File: src/rtl/result_uart_dumper.sv
// result_uart_dumper: reads NUM_SAMPLES bytes from the result RAM (address 0 upward) and sends each as an 8N1 UART frame.
// Latency: first start bit RAM_LAT cycles after start; each byte occupies RAM_LAT + 10*CLKS_PER_BIT cycles.
// Backpressure: none; the line is free-running, start is ignored while busy, abort returns to idle on the next cycle.
module result_uart_dumper #(
   parameter int CLKS_PER_BIT = 434,
   parameter int NUM_SAMPLES  = 255,
   parameter int data_bits    = 8,
   parameter int addr_bits    = 8,
   parameter int RAM_LAT      = 1
) (
   input  logic                 clk,
   input  logic                 rst,
   input  logic                 start,
   input  logic                 abort,
   output logic [addr_bits-1:0] ram_rdaddr,
   input  logic [data_bits-1:0] ram_q,
   output logic                 tx,
   output logic                 busy,
   output logic                 done,
   output logic [addr_bits-1:0] byte_count
);

   // One counter times both the FETCH wait and every UART bit, so it must reach the larger of the two.
   localparam int CNT_MAX = (CLKS_PER_BIT > RAM_LAT) ? CLKS_PER_BIT : RAM_LAT;
   localparam int CNT_W   = $clog2(CNT_MAX);

   localparam logic [CNT_W-1:0]     BIT_LAST   = CNT_W'(CLKS_PER_BIT - 1);
   localparam logic [CNT_W-1:0]     FETCH_LAST = CNT_W'(RAM_LAT - 1);
   localparam logic [addr_bits-1:0] LAST_IDX   = addr_bits'(NUM_SAMPLES - 1);

   typedef enum logic [2:0] {
      S_IDLE,
      S_FETCH,
      S_START,
      S_DATA,
      S_STOP
   } state_t;

   state_t                 state_q, state_d;
   logic [CNT_W-1:0]       cnt_q, cnt_d;
   logic [2:0]             bit_cnt_q, bit_cnt_d;
   logic [data_bits-1:0]   sh_q, sh_d;
   logic [addr_bits-1:0]   ram_rdaddr_q, ram_rdaddr_d;
   logic [addr_bits-1:0]   byte_count_q, byte_count_d;
   logic                   tx_q, tx_d;
   logic                   busy_q, busy_d;
   logic                   done_q, done_d;

   // Next-state and next-output computation; tx is decided one cycle ahead so the pin comes straight from a flop.
   always_comb begin
      state_d      = state_q;
      cnt_d        = cnt_q + CNT_W'(1);
      bit_cnt_d    = bit_cnt_q;
      sh_d         = sh_q;
      ram_rdaddr_d = ram_rdaddr_q;
      byte_count_d = byte_count_q;
      tx_d         = tx_q;
      busy_d       = busy_q;
      done_d       = done_q;

      if (abort && (state_q != S_IDLE)) begin
         // Abort drops the frame in flight; done is left alone so a partial dump never looks complete.
         state_d      = S_IDLE;
         cnt_d        = '0;
         bit_cnt_d    = '0;
         ram_rdaddr_d = '0;
         byte_count_d = '0;
         tx_d         = 1'b1;
         busy_d       = 1'b0;
      end else begin
         case (state_q)
            S_IDLE: begin
               cnt_d  = '0;
               tx_d   = 1'b1;
               busy_d = 1'b0;
               if (start && !abort) begin
                  state_d      = S_FETCH;
                  ram_rdaddr_d = '0;
                  byte_count_d = '0;
                  busy_d       = 1'b1;
                  done_d       = 1'b0;
               end
            end
            S_FETCH: begin
               tx_d = 1'b1;
               if (cnt_q == FETCH_LAST) begin
                  sh_d    = ram_q;
                  state_d = S_START;
                  cnt_d   = '0;
                  tx_d    = 1'b0;
               end
            end
            S_START: begin
               if (cnt_q == BIT_LAST) begin
                  state_d   = S_DATA;
                  cnt_d     = '0;
                  bit_cnt_d = '0;
                  tx_d      = sh_q[0];
               end
            end
            S_DATA: begin
               if (cnt_q == BIT_LAST) begin
                  cnt_d = '0;
                  if (bit_cnt_q == 3'd7) begin
                     state_d = S_STOP;
                     tx_d    = 1'b1;
                  end else begin
                     bit_cnt_d = bit_cnt_q + 3'd1;
                     sh_d      = sh_q >> 1;
                     tx_d      = sh_q[1];
                  end
               end
            end
            S_STOP: begin
               tx_d = 1'b1;
               if (cnt_q == BIT_LAST) begin
                  cnt_d = '0;
                  if (byte_count_q == LAST_IDX) begin
                     state_d      = S_IDLE;
                     ram_rdaddr_d = '0;
                     busy_d       = 1'b0;
                     done_d       = 1'b1;
                  end else begin
                     state_d      = S_FETCH;
                     ram_rdaddr_d = ram_rdaddr_q + addr_bits'(1);
                     byte_count_d = byte_count_q + addr_bits'(1);
                  end
               end
            end
            default: begin
               state_d = S_IDLE;
               cnt_d   = '0;
               tx_d    = 1'b1;
               busy_d  = 1'b0;
            end
         endcase
      end
   end

   // State and output registers; asynchronous reset forces the line idle-high at once.
   always_ff @(posedge clk or negedge rst) begin
      if (!rst) begin
         state_q      <= S_IDLE;
         cnt_q        <= '0;
         bit_cnt_q    <= '0;
         sh_q         <= '0;
         ram_rdaddr_q <= '0;
         byte_count_q <= '0;
         tx_q         <= 1'b1;
         busy_q       <= 1'b0;
         done_q       <= 1'b0;
      end else begin
         state_q      <= state_d;
         cnt_q        <= cnt_d;
         bit_cnt_q    <= bit_cnt_d;
         sh_q         <= sh_d;
         ram_rdaddr_q <= ram_rdaddr_d;
         byte_count_q <= byte_count_d;
         tx_q         <= tx_d;
         busy_q       <= busy_d;
         done_q       <= done_d;
      end
   end

   assign ram_rdaddr = ram_rdaddr_q;
   assign byte_count = byte_count_q;
   assign tx         = tx_q;
   assign busy       = busy_q;
   assign done       = done_q;

endmodule

File: config.mk
export PLATFORM = sky130hd
export DESIGN_NAME = result_uart_dumper
export DESIGN_NICKNAME = d
export VERILOG_FILES = /design/src/rtl/result_uart_dumper.sv
export SDC_FILE = /design/constraint.sdc
export NUM_CORES = 1
export LEC_CHECK = 0
export BUFFER_PORTS_ARGS = -buffer_cell sky130_fd_sc_hd__buf_2
export CORE_ASPECT_RATIO = 0.7
export CORE_MARGIN = 5
export CORE_UTILIZATION = 50
export CTS_BUF_LIST = sky130_fd_sc_hd__clkbuf_16
export DETAILED_ROUTE_END_ITERATION = 16
export PLACE_DENSITY = 0.77
export SYNTH_ARGS = -nofsm -noshare
export SYNTH_HDL_FRONTEND = slang
export SYNTH_SLANG_ARGS = --single-unit
File: constraint.sdc
create_clock -name clk -period 6.24 [get_ports clk]
set_clock_uncertainty 0.05 [all_clocks]
set_input_delay 1.56 -clock clk [delete_from_list [all_inputs] [get_ports clk]]
set_output_delay 1.56 -clock clk [all_outputs]
set_load 0.01 [all_outputs]
==> impl_metrics.json, run 1 <==
{
  "ant_nets": 0,
  "chipHeight_um": 67.84,
  "grt_pass1_vias": 1977,
  "leakagePower_nw": 1.296,
  "firstDrtPassIters": 4,
  "synth_fp_nets": 287,
  "post-route-period-util": 0.5080,
  "fin_tns_setup_ps": 0,
  "r2r_cells": 6,
  "arrival_ps": 3300,
  "setup_viol": 0,
  "ios": 31,
  "io_buffers": 30,
  "synth_edf_count": 0,
  "hold_end": "ram_rdaddr[7]",
  "syn_area_um2": 2390,
  "worstSetupStartpointType": "input port",
  "drv_cap": 0,
  "cts_tree": "done",
  "cts_max_path_buffers": 2,
  "cpPeakStageDelay_ps": 620,
  "synth-seq-cells": 42,
  "ys_dominant_reg_cell": "dfrtp_1",
  "drive_above_1_share": 0.1492,
  "grt_max_degree": 43,
  "fp.dieArea_um2": 6284,
  "ctsHtreeMaxLevel": 2,
  "avgRoutedWirePerCell_um": 14.87,
  "fmax_mhz": 315.5,
  "rrSetupSlack_ps": 3800,
  "slew_headroom": 0.3869,
  "crit_chain": "buf_2 > nor4b_4 > o21ai_2 > or3_1 > o41ai_1",
  "power_frac_comb": 0.288,
  "post_cts_resized": 0,
  "grt.overflow.total": 0,
  "nNetsFinal": 314,
  "syn_inst": 267,
  "gp_congestion": 0.7951,
  "rsz0062_at_grt": "false",
  "slowest_stage": "or3_1",
  "max-vdd-ir-drop_mv": 0.1313,
  "hold_path_class": "flop to flop",
  "wirelength_mm": 5.233,
  "timing.rr.end": "byte_count[4]",
  "run_status": "complete, no violations",
  "drc": 0,
  "fin_crit_ps": 3170,
  "num_vias": 2057,
  "pwr-share-seq": 0.427,
  "crit_fanout": 13,
  "design_area_um2": 2710,
  "hold_viol_final": 0,
  "diodes": 0,
  "fp-row-count": 21,
  "clock_power_share": 0.285,
  "grt_pass1_wl_mm": 9.370,
  "cp-end-kind": "flop",
  "numCtsBuffers": 5,
  "hold_path_depth": 1,
  "drtIter0Drc": 147,
  "worstMarginPinSlew_ps": 919.7,
  "power_density_nw_per_um2": 315.2,
  "critPathTopFamily": "simple AND/OR/NAND/NOR gates",
  "slew_viol_final": 0,
  "syn_avg_cell_area_um2": 8.951,
  "viasPerCell": 5.844,
  "syn_to_final_growth_pct": 13.40,
  "start_util": 0.5081,
  "p_sw_frac": 0.3473,
  "cts_sinks": 42,
  "coreArea_um2": 4703,
  "crit_type": "input port to flop",
  "placed_area_um2": 2574,
  "fillers": 417,
  "holdBufCountCts": 0,
  "clock_latency_ps": 290,
  "grt_use_total": 0.1872,
  "layout_common_cells": "41 x nor2_1, 41 x dfrtp_1, 30 x buf_2",
  "die_x_um": 92.63,
  "power.internal_w": 0.0005575,
  "yosysSeqAreaShare": 0.4403,
  "min_from": "ram_rdaddr[7]",
  "antenna_found_initial": 0,
  "r2r-start": "state_q[0]",
  "cts_setup_buffers": 0,
  "cp_num_buf_inv": 1,
  "synthDistinctLibCells": 48,
  "path_clk_slew_ps": 60,
  "cts-root-buf": "clkbuf_16",
  "crit_required_ps": 6370,
  "p_switching_w": 0.0002967,
  "async_reset_ff_frac": 1.000,
  "place_hpwl_mm": 3.602,
  "synth-warning-count": 0
}
cell usage after synthesis, types with 3 or more instances:
library cell  number  share of area
o31ai_1            4          0.013
ha_1               8          0.042
mux2i_1            6          0.025
buf_2              3         0.0063
nor3_1             6          0.013
o21ai_0           17          0.036
nand4_1            3         0.0079
a21oi_1           18          0.038
nor2_1            41          0.064
nand2_1           17          0.027
and3_1             5          0.013
xor2_1             4          0.015
nor2b_1            6          0.016
nand2b_1           4          0.010
or3_1              3         0.0079
nand3_1           15          0.031
dfrtp_1           41           0.43
a21o_1             3         0.0094
a31oi_1            3         0.0079
a22o_1             3          0.011
xnor2_1            5          0.018
inv_1             11          0.017
clkbuf_1           6         0.0094
cell families after synthesis:
family,Yosys count,synth area share
AOI/OAI and AO/OA,66,0.1786
xor gates and xnor gates,9,0.03298
adders and majority gates,8,0.04189
buffers and inverters,22,0.03612
DFF,42,0.4403
muxes,6,0.02513
and+or+nand+nor,114,0.2450
per-stage QoR:
step	setup slack, ps	hold slack (ps)	power, W	instances	util
global placement	2859	414.8	0.0006024	344	0.5472
detailed placement	2786	421.4	0.0006098	344	0.5472
floorplan	3133	422.9	0.0005483	267	-
global route	2951	462.8	0.0009164	352	0.5762
finish	3070	437.7	0.0008541	352	0.5762
CTS	3085	427.8	0.0008565	352	0.5762
flip-flops by register name (all words and copies together) (netlist names), 3 cells and up:
signal and cells:
cnt_q 9, byte_count 8, ram_rdaddr 8, sh_q 8, bit_cnt_q 3, state_q 3
final cells by class:
type                    instances  area (um2)  area share
clock buffers                   5       125.1     0.04617
flip-flops and latches         42        1052      0.3883
clock inverters                 3       11.26    0.004155
repair buffers                 31       157.7     0.05817
inverters                      11       41.29     0.01524
well taps                      57       71.32     0.02632
multi-input cells             203        1251      0.4617
how the worst max path moves through the flow:
stage / from / endpoint / slack [ps] / cells after the start
finish: abort / ram_rdaddr[6] / 3070 / 5
global route: abort / ram_rdaddr[6] / 2950 / 5
CTS: abort / ram_rdaddr[6] / 3090 / 5
detailed placement: abort / ram_rdaddr[6] / 2790 / 5
global placement: abort / ram_rdaddr[6] / 2860 / 5
floorplan: abort / ram_rdaddr[6] / 3130 / 5
layer usage:
metal  routed length [um]  share of wire  global-route usage
met5                    0              0                   0
met4                   59          0.011             0.06216
met3                  341          0.065             0.04286
met2                 2215           0.42              0.2836
met1                 2617           0.50              0.2675
worst register-to-register path: stages, from the launching register on:
cell,delay (ps)
dfrtp_1,570
nor2_1,610
a31o_2,290
a31oi_1,50
buf_4,230
a21o_1,220
a211o_1,300
power groups by stage:
stage | Sequential, W | Combinational (W) | Clock [W]
floorplan | 0.000344 | 0.000204 | 0
global placement | 0.000365 | 0.000237 | 0
detailed placement | 0.000367 | 0.000243 | 0
CTS | 0.000363 | 0.000246 | 0.000248
global route | 0.000371 | 0.000284 | 0.000261
finish | 0.000364 | 0.000246 | 0.000244
No activity file was read; power rests on OpenSTA's default activity.
==> run 2, diff against run 1 <==
PLACE_DENSITY = 0.79   (was 0.77)
clock period = 2.7 ns   (was 6.24 ns; I/O delays follow)
==> impl_metrics.json, run 2 (synthesis gave the netlist of run 1 again) <==
{
  "cts_max_path_buffers": 2,
  "path_clk_slew_ps": 60,
  "grt_max_degree": 25,
  "nNetsFinal": 324,
  "ant_nets": 0,
  "antenna_found_initial": 0,
  "grt_pass1_wl_mm": 8.976,
  "holdBufCountCts": 0,
  "r2r-start": "cnt_q[0]",
  "post-route-period-util": 0.8773,
  "dr_wl_met3_um": 261,
  "cts-root-buf": "clkbuf_16",
  "post_cts_resized": 0,
  "fp.dieArea_um2": 6284,
  "arrival_ps": 2530,
  "worstSetupStartpointType": "flop",
  "max-vdd-ir-drop_mv": 0.2967,
  "top_register": "cnt_q",
  "grt.overflow.total": 0,
  "coreArea_um2": 4703,
  "cts_sinks": 42,
  "start_util": 0.5081,
  "num_vias": 2065,
  "rsz0062_at_grt": "false",
  "numCtsBuffers": 5,
  "pre_cts_slack_ps": 282.4,
  "drt-met1-wl_mm": 2.516,
  "cts_tree": "done",
  "worstMarginPinSlew_ps": 513.9,
  "die_x_um": 92.63,
  "leakagePower_nw": 1.336,
  "clock_latency_ps": 280,
  "run_status": "complete, no violations",
  "drtIter0Drc": 134,
  "r2r_cells": 7,
  "hold_viol_final": 0,
  "avgRoutedWirePerCell_um": 14.17,
  "drv_cap": 0,
  "hold_path_class": "input port to asynchronous set/reset pin",
  "design_area_um2": 2795,
  "crit_required_ps": 2860,
  "drc": 0,
  "power_density_nw_per_um2": 740.4,
  "fmax_mhz": 422.2,
  "cp-end-kind": "flop",
  "fin_tns_setup_ps": 0,
  "wl_met2_mm": 2.309,
  "drive_above_1_share": 0.1869,
  "ios": 31,
  "power_w": 0.002069,
  "place_hpwl_mm": 3.887,
  "slew_viol_final": 0,
  "grt_pass1_vias": 1948,
  "rrSetupSlack_ps": 330,
  "syn_to_final_growth_pct": 16.96,
  "layout_common_cells": "41 x nor2_1, 41 x dfrtp_1, 30 x buf_2",
  "hold_slack_ps": 309.4,
  "placed_area_um2": 2649,
  "viasPerCell": 5.704,
  "grt_use_total": 0.1788,
  "fin_crit_ps": 2369,
  "gp_congestion": 0.9035,
  "routed.top_layer": "met4",
  "wirelength_mm": 5.128,
  "largest_register_ffs": 9,
  "crit_fanout": 5,
  "timing.rr.end": "state_q[2]",
  "ctsHtreeMaxLevel": 2,
  "chipHeight_um": 67.84,
  "setup_ws_ps": 331.4,
  "fp-row-count": 21,
  "slew_headroom": 0.6547,
  "cts_setup_buffers": 0,
  "firstDrtPassIters": 4,
  "setup_viol": 0,
  "io_buffers": 30,
  "diodes": 0,
  "crit_type": "flop to flop"
}
## run 2: cell count changes in the layout (fill, tap and decap cells not counted)
cell	before	now
clkinv_2	0	1
buf_4	1	11
clkinv_4	0	1
clkinvlp_4	0	1
inv_1	14	11
## run 2: metal layers
layer,vias up,global-route usage
met5,-,0
met4,0,0.05302
met3,5,0.04176
met2,47,0.2882
met1,984,0.2441
li1,1029,-
## run 2: area by class of cell
cell class / instances / area, um2
tap: 57 / 71.32
fill: 414 / 1908
clock inverter: 3 / 21.27
sequential: 42 / 1052
clock buffer: 5 / 125.1
multi-input combinational: 203 / 1251
timing repair buffer: 41 / 232.7
inverter: 11 / 41.29
## run 2: worst max-delay path by stage
stage,startpoint,end,cells after the start
final,cnt_q[0],state_q[2],7
after global routing,cnt_q[6],ram_rdaddr[6],4
after CTS,cnt_q[0],state_q[2],7
after detailed placement,abort,ram_rdaddr[6],5
after global placement,abort,ram_rdaddr[6],5
after floorplan,cnt_q[0],state_q[2],7
## run 2: power by group
| part | total [W] | switching (W) | internal, W |
|---|---|---|---|
| Combinational | 0.000668 | 0.000382 | 0.000286 |
| Clock | 0.000591 | 0.000248 | 0.000342 |
| Sequential | 0.000811 | 0.0000870 | 0.000724 |
| Total | 0.00207 | 0.000718 | 0.00135 |
## run 2: through the flow
| stage | cells | utilization |
|---|---|---|
| finish | 362 | 0.5943 |
| global route | 362 | 0.5943 |
| CTS | 362 | 0.5943 |
| detailed placement | 354 | 0.5632 |
| global placement | 354 | 0.5632 |
| floorplan | 267 | - |
## run 2: critical path, stage by stage, from the launching register on
cell,delay [ps]
dfrtp_1,420
inv_1,80
ha_1,140
or4b_4,470
or3_4,350
and2_1,150
or4_1,470
a21oi_1,170
==> run 3, diff against run 2 <==
ABC_AREA = 1   (was default)
GPL_ROUTABILITY_DRIVEN = 0   (was default)
==> impl_metrics.json, run 3 <==
{
  "crit_type": "flop to flop",
  "fin_crit_ps": 1841,
  "grt.overflow.total": 0,
  "async_reset_ff_frac": 1.000,
  "crit_required_ps": 2860,
  "placed_area_um2": 2774,
  "firstDrtPassIters": 4,
  "holdBufCountCts": 0,
  "cp-end-kind": "flop",
  "rrSetupSlack_ps": 860,
  "slew_viol_final": 0,
  "crit_fanout": 11,
  "wirelength_mm": 5.094,
  "num_vias": 2176,
  "synth-seq-cells": 42,
  "synthTopCellsByCount": "112 x nand2_1, 42 x inv_1, 41 x dfrtp_1, 30 x nor2_1, 24 x nand3_1",
  "cts_sinks": 42,
  "synth_most_common_cell": "nand2_1",
  "hold_path_class": "input port to asynchronous set/reset pin",
  "grt_pass1_vias": 2091,
  "multi_input_area_um2": 1299,
  "setup_ws_ps": 858.7,
  "syn_avg_cell_area_um2": 7.645,
  "drtIter0Drc": 150,
  "diodes": 0,
  "synth-warning-count": 0,
  "arrival_ps": 2000,
  "fmax_mhz": 543.1,
  "drive_above_1_share": 0.1698,
  "yosysSeqAreaShare": 0.4096,
  "power_density_nw_per_um2": 727.3,
  "io_buffers": 30,
  "max-vdd-ir-drop_mv": 0.4791,
  "yosysTopAreaCellShare": 0.3994,
  "syn_inst": 336,
  "start_util": 0.5256,
  "synth_edf_count": 0,
  "drv_cap": 0,
  "ctsHtreeMaxLevel": 2,
  "antenna_found_initial": 0,
  "grt_use_total": 0.1742,
  "slew_headroom": 0.7567,
  "largest_register_ffs": 9,
  "grt_pass1_wl_mm": 9.259,
  "avgRoutedWirePerCell_um": 11.58,
  "grt_max_degree": 28,
  "nNetsFinal": 390,
  "synthTopCellsByArea": "dfrtp_1 40%, nand2_1 16%, inv_1 6.1%",
  "drc": 0,
  "cts_max_path_buffers": 2,
  "cts-root-buf": "clkbuf_16",
  "coreArea_um2": 4887,
  "viasPerCell": 4.945,
  "design_area_um2": 2912,
  "path_clk_slew_ps": 60,
  "layout_commonest_cell": "nand2_1",
  "post-route-period-util": 0.6820,
  "synthDistinctLibCells": 32,
  "die_x_um": 95.67,
  "synth_top_area_cell": "dfrtp_1",
  "clock_latency_ps": 290,
  "syn_to_final_growth_pct": 13.35,
  "place_hpwl_mm": 3.828,
  "top_register": "cnt_q",
  "post_cts_resized": 0,
  "ys_dominant_reg_cell": "dfrtp_1",
  "run_status": "complete, no violations",
  "leakagePower_nw": 1.623,
  "setup_viol": 0,
  "seqCellArea_um2": 1052,
  "fin_tns_setup_ps": 0,
  "rsz0062_at_grt": "false",
  "worstMarginPinSlew_ps": 364.9,
  "worstSetupStartpointType": "flop",
  "hold_viol_final": 0,
  "numCtsBuffers": 5,
  "cts_setup_buffers": 0,
  "fp.dieArea_um2": 6694,
  "cts_tree": "done",
  "ant_nets": 0,
  "ios": 31,
  "chipHeight_um": 69.97,
  "syn_area_um2": 2569,
  "synth_fp_nets": 356,
  "fillers": 463,
  "layout_common_cells": "112 x nand2_1, 43 x inv_1, 41 x dfrtp_1",
  "fp-row-count": 21,
  "pre_cts_slack_ps": 799.1
}
==> run 3: cell types whose count changed after synthesis, sizes merged, moves of 6 or more <==
| cell | before | now |
|---|---|---|
| nand2 | 17 | 119 |
| nand4 | 3 | 14 |
| inv | 11 | 47 |
| nor2b | 6 | 0 |
| nand3 | 15 | 29 |
| a21oi | 19 | 2 |
| clkbuf | 6 | 0 |
==> run 3: through the flow <==
stage                     instances  utilization  power, W  hold WS (ps)
final                           440       0.5958  0.002118         248.7
after floorplan                 336            -  0.001432         329.4
after global routing            440       0.5958  0.002286         279.6
after detailed placement        432       0.5676  0.001553         417.3
after CTS                       440       0.5958  0.002126         264.8
after global placement          432       0.5676  0.001543         412.7
==> run 3: power by group <==
group          switching [W]  leakage, nW  total [W]  internal (W)
sequential         0.0000864        0.568   0.000819      0.000732
clock               0.000236       0.0724   0.000570      0.000334
combinational       0.000491        0.982   0.000728      0.000238
total               0.000813         1.62    0.00212       0.00130
==> run 3: area by class of cell <==
cell class	instances	area share
Sequential cell	42	0.3614
Tap cell	69	0.02965
Clock buffer	5	0.04297
Clock inverter	3	0.004297
Multi-Input combinational cell	243	0.4461
Inverter	47	0.06145
Timing Repair Buffer	31	0.05415
==> run 3: path summary, 6_finish.rpt <==
path | cells after the start | endpoint | startpoint
min in group clk | 2 | bit_cnt_q[1] | bit_cnt_q[1]
max in group asynchronous | 2 | tx | rst
hold / removal | 1 | ram_rdaddr[5] | rst
hold reg to reg | 2 | bit_cnt_q[1] | bit_cnt_q[1]
setup reg to reg | 7 | cnt_q[5] | state_q[0]
setup / recovery | 7 | cnt_q[5] | state_q[0]
==> run 3: cells by family (layout without fill, tap and decap cells) <==
family | count (synthesis) | in the layout | synth area share
flip-flops | 42 | 42 | 0.4096
buffers and inverters | 51 | 86 | 0.08475
AO/OA/AOI/OAI | 19 | 19 | 0.04092
multiplexers | 6 | 6 | 0.02338
adder cells (fa/ha/maj) | 8 | 8 | 0.03897
AND/OR/NAND/NOR | 201 | 201 | 0.3716
XOR/XNOR | 9 | 9 | 0.03069
==> run 3: worst max-delay path: stages, from the launching register on <==
cell	delay [ps]
dfrtp_1	460
nor2_4	220
nand2_1	110
nand2_1	290
inv_1	110
a21oi_1	160
nand3_2	210
nor2_1	140
==> run 3: per-layer routing <==
layer,GRT usage,vias to the layer above,wire length (um)
met5,0,-,0
met4,0.04416,0,52
met3,0.05901,7,245
met2,0.2481,39,2043
met1,0.2519,987,2752
li1,-,1143,-
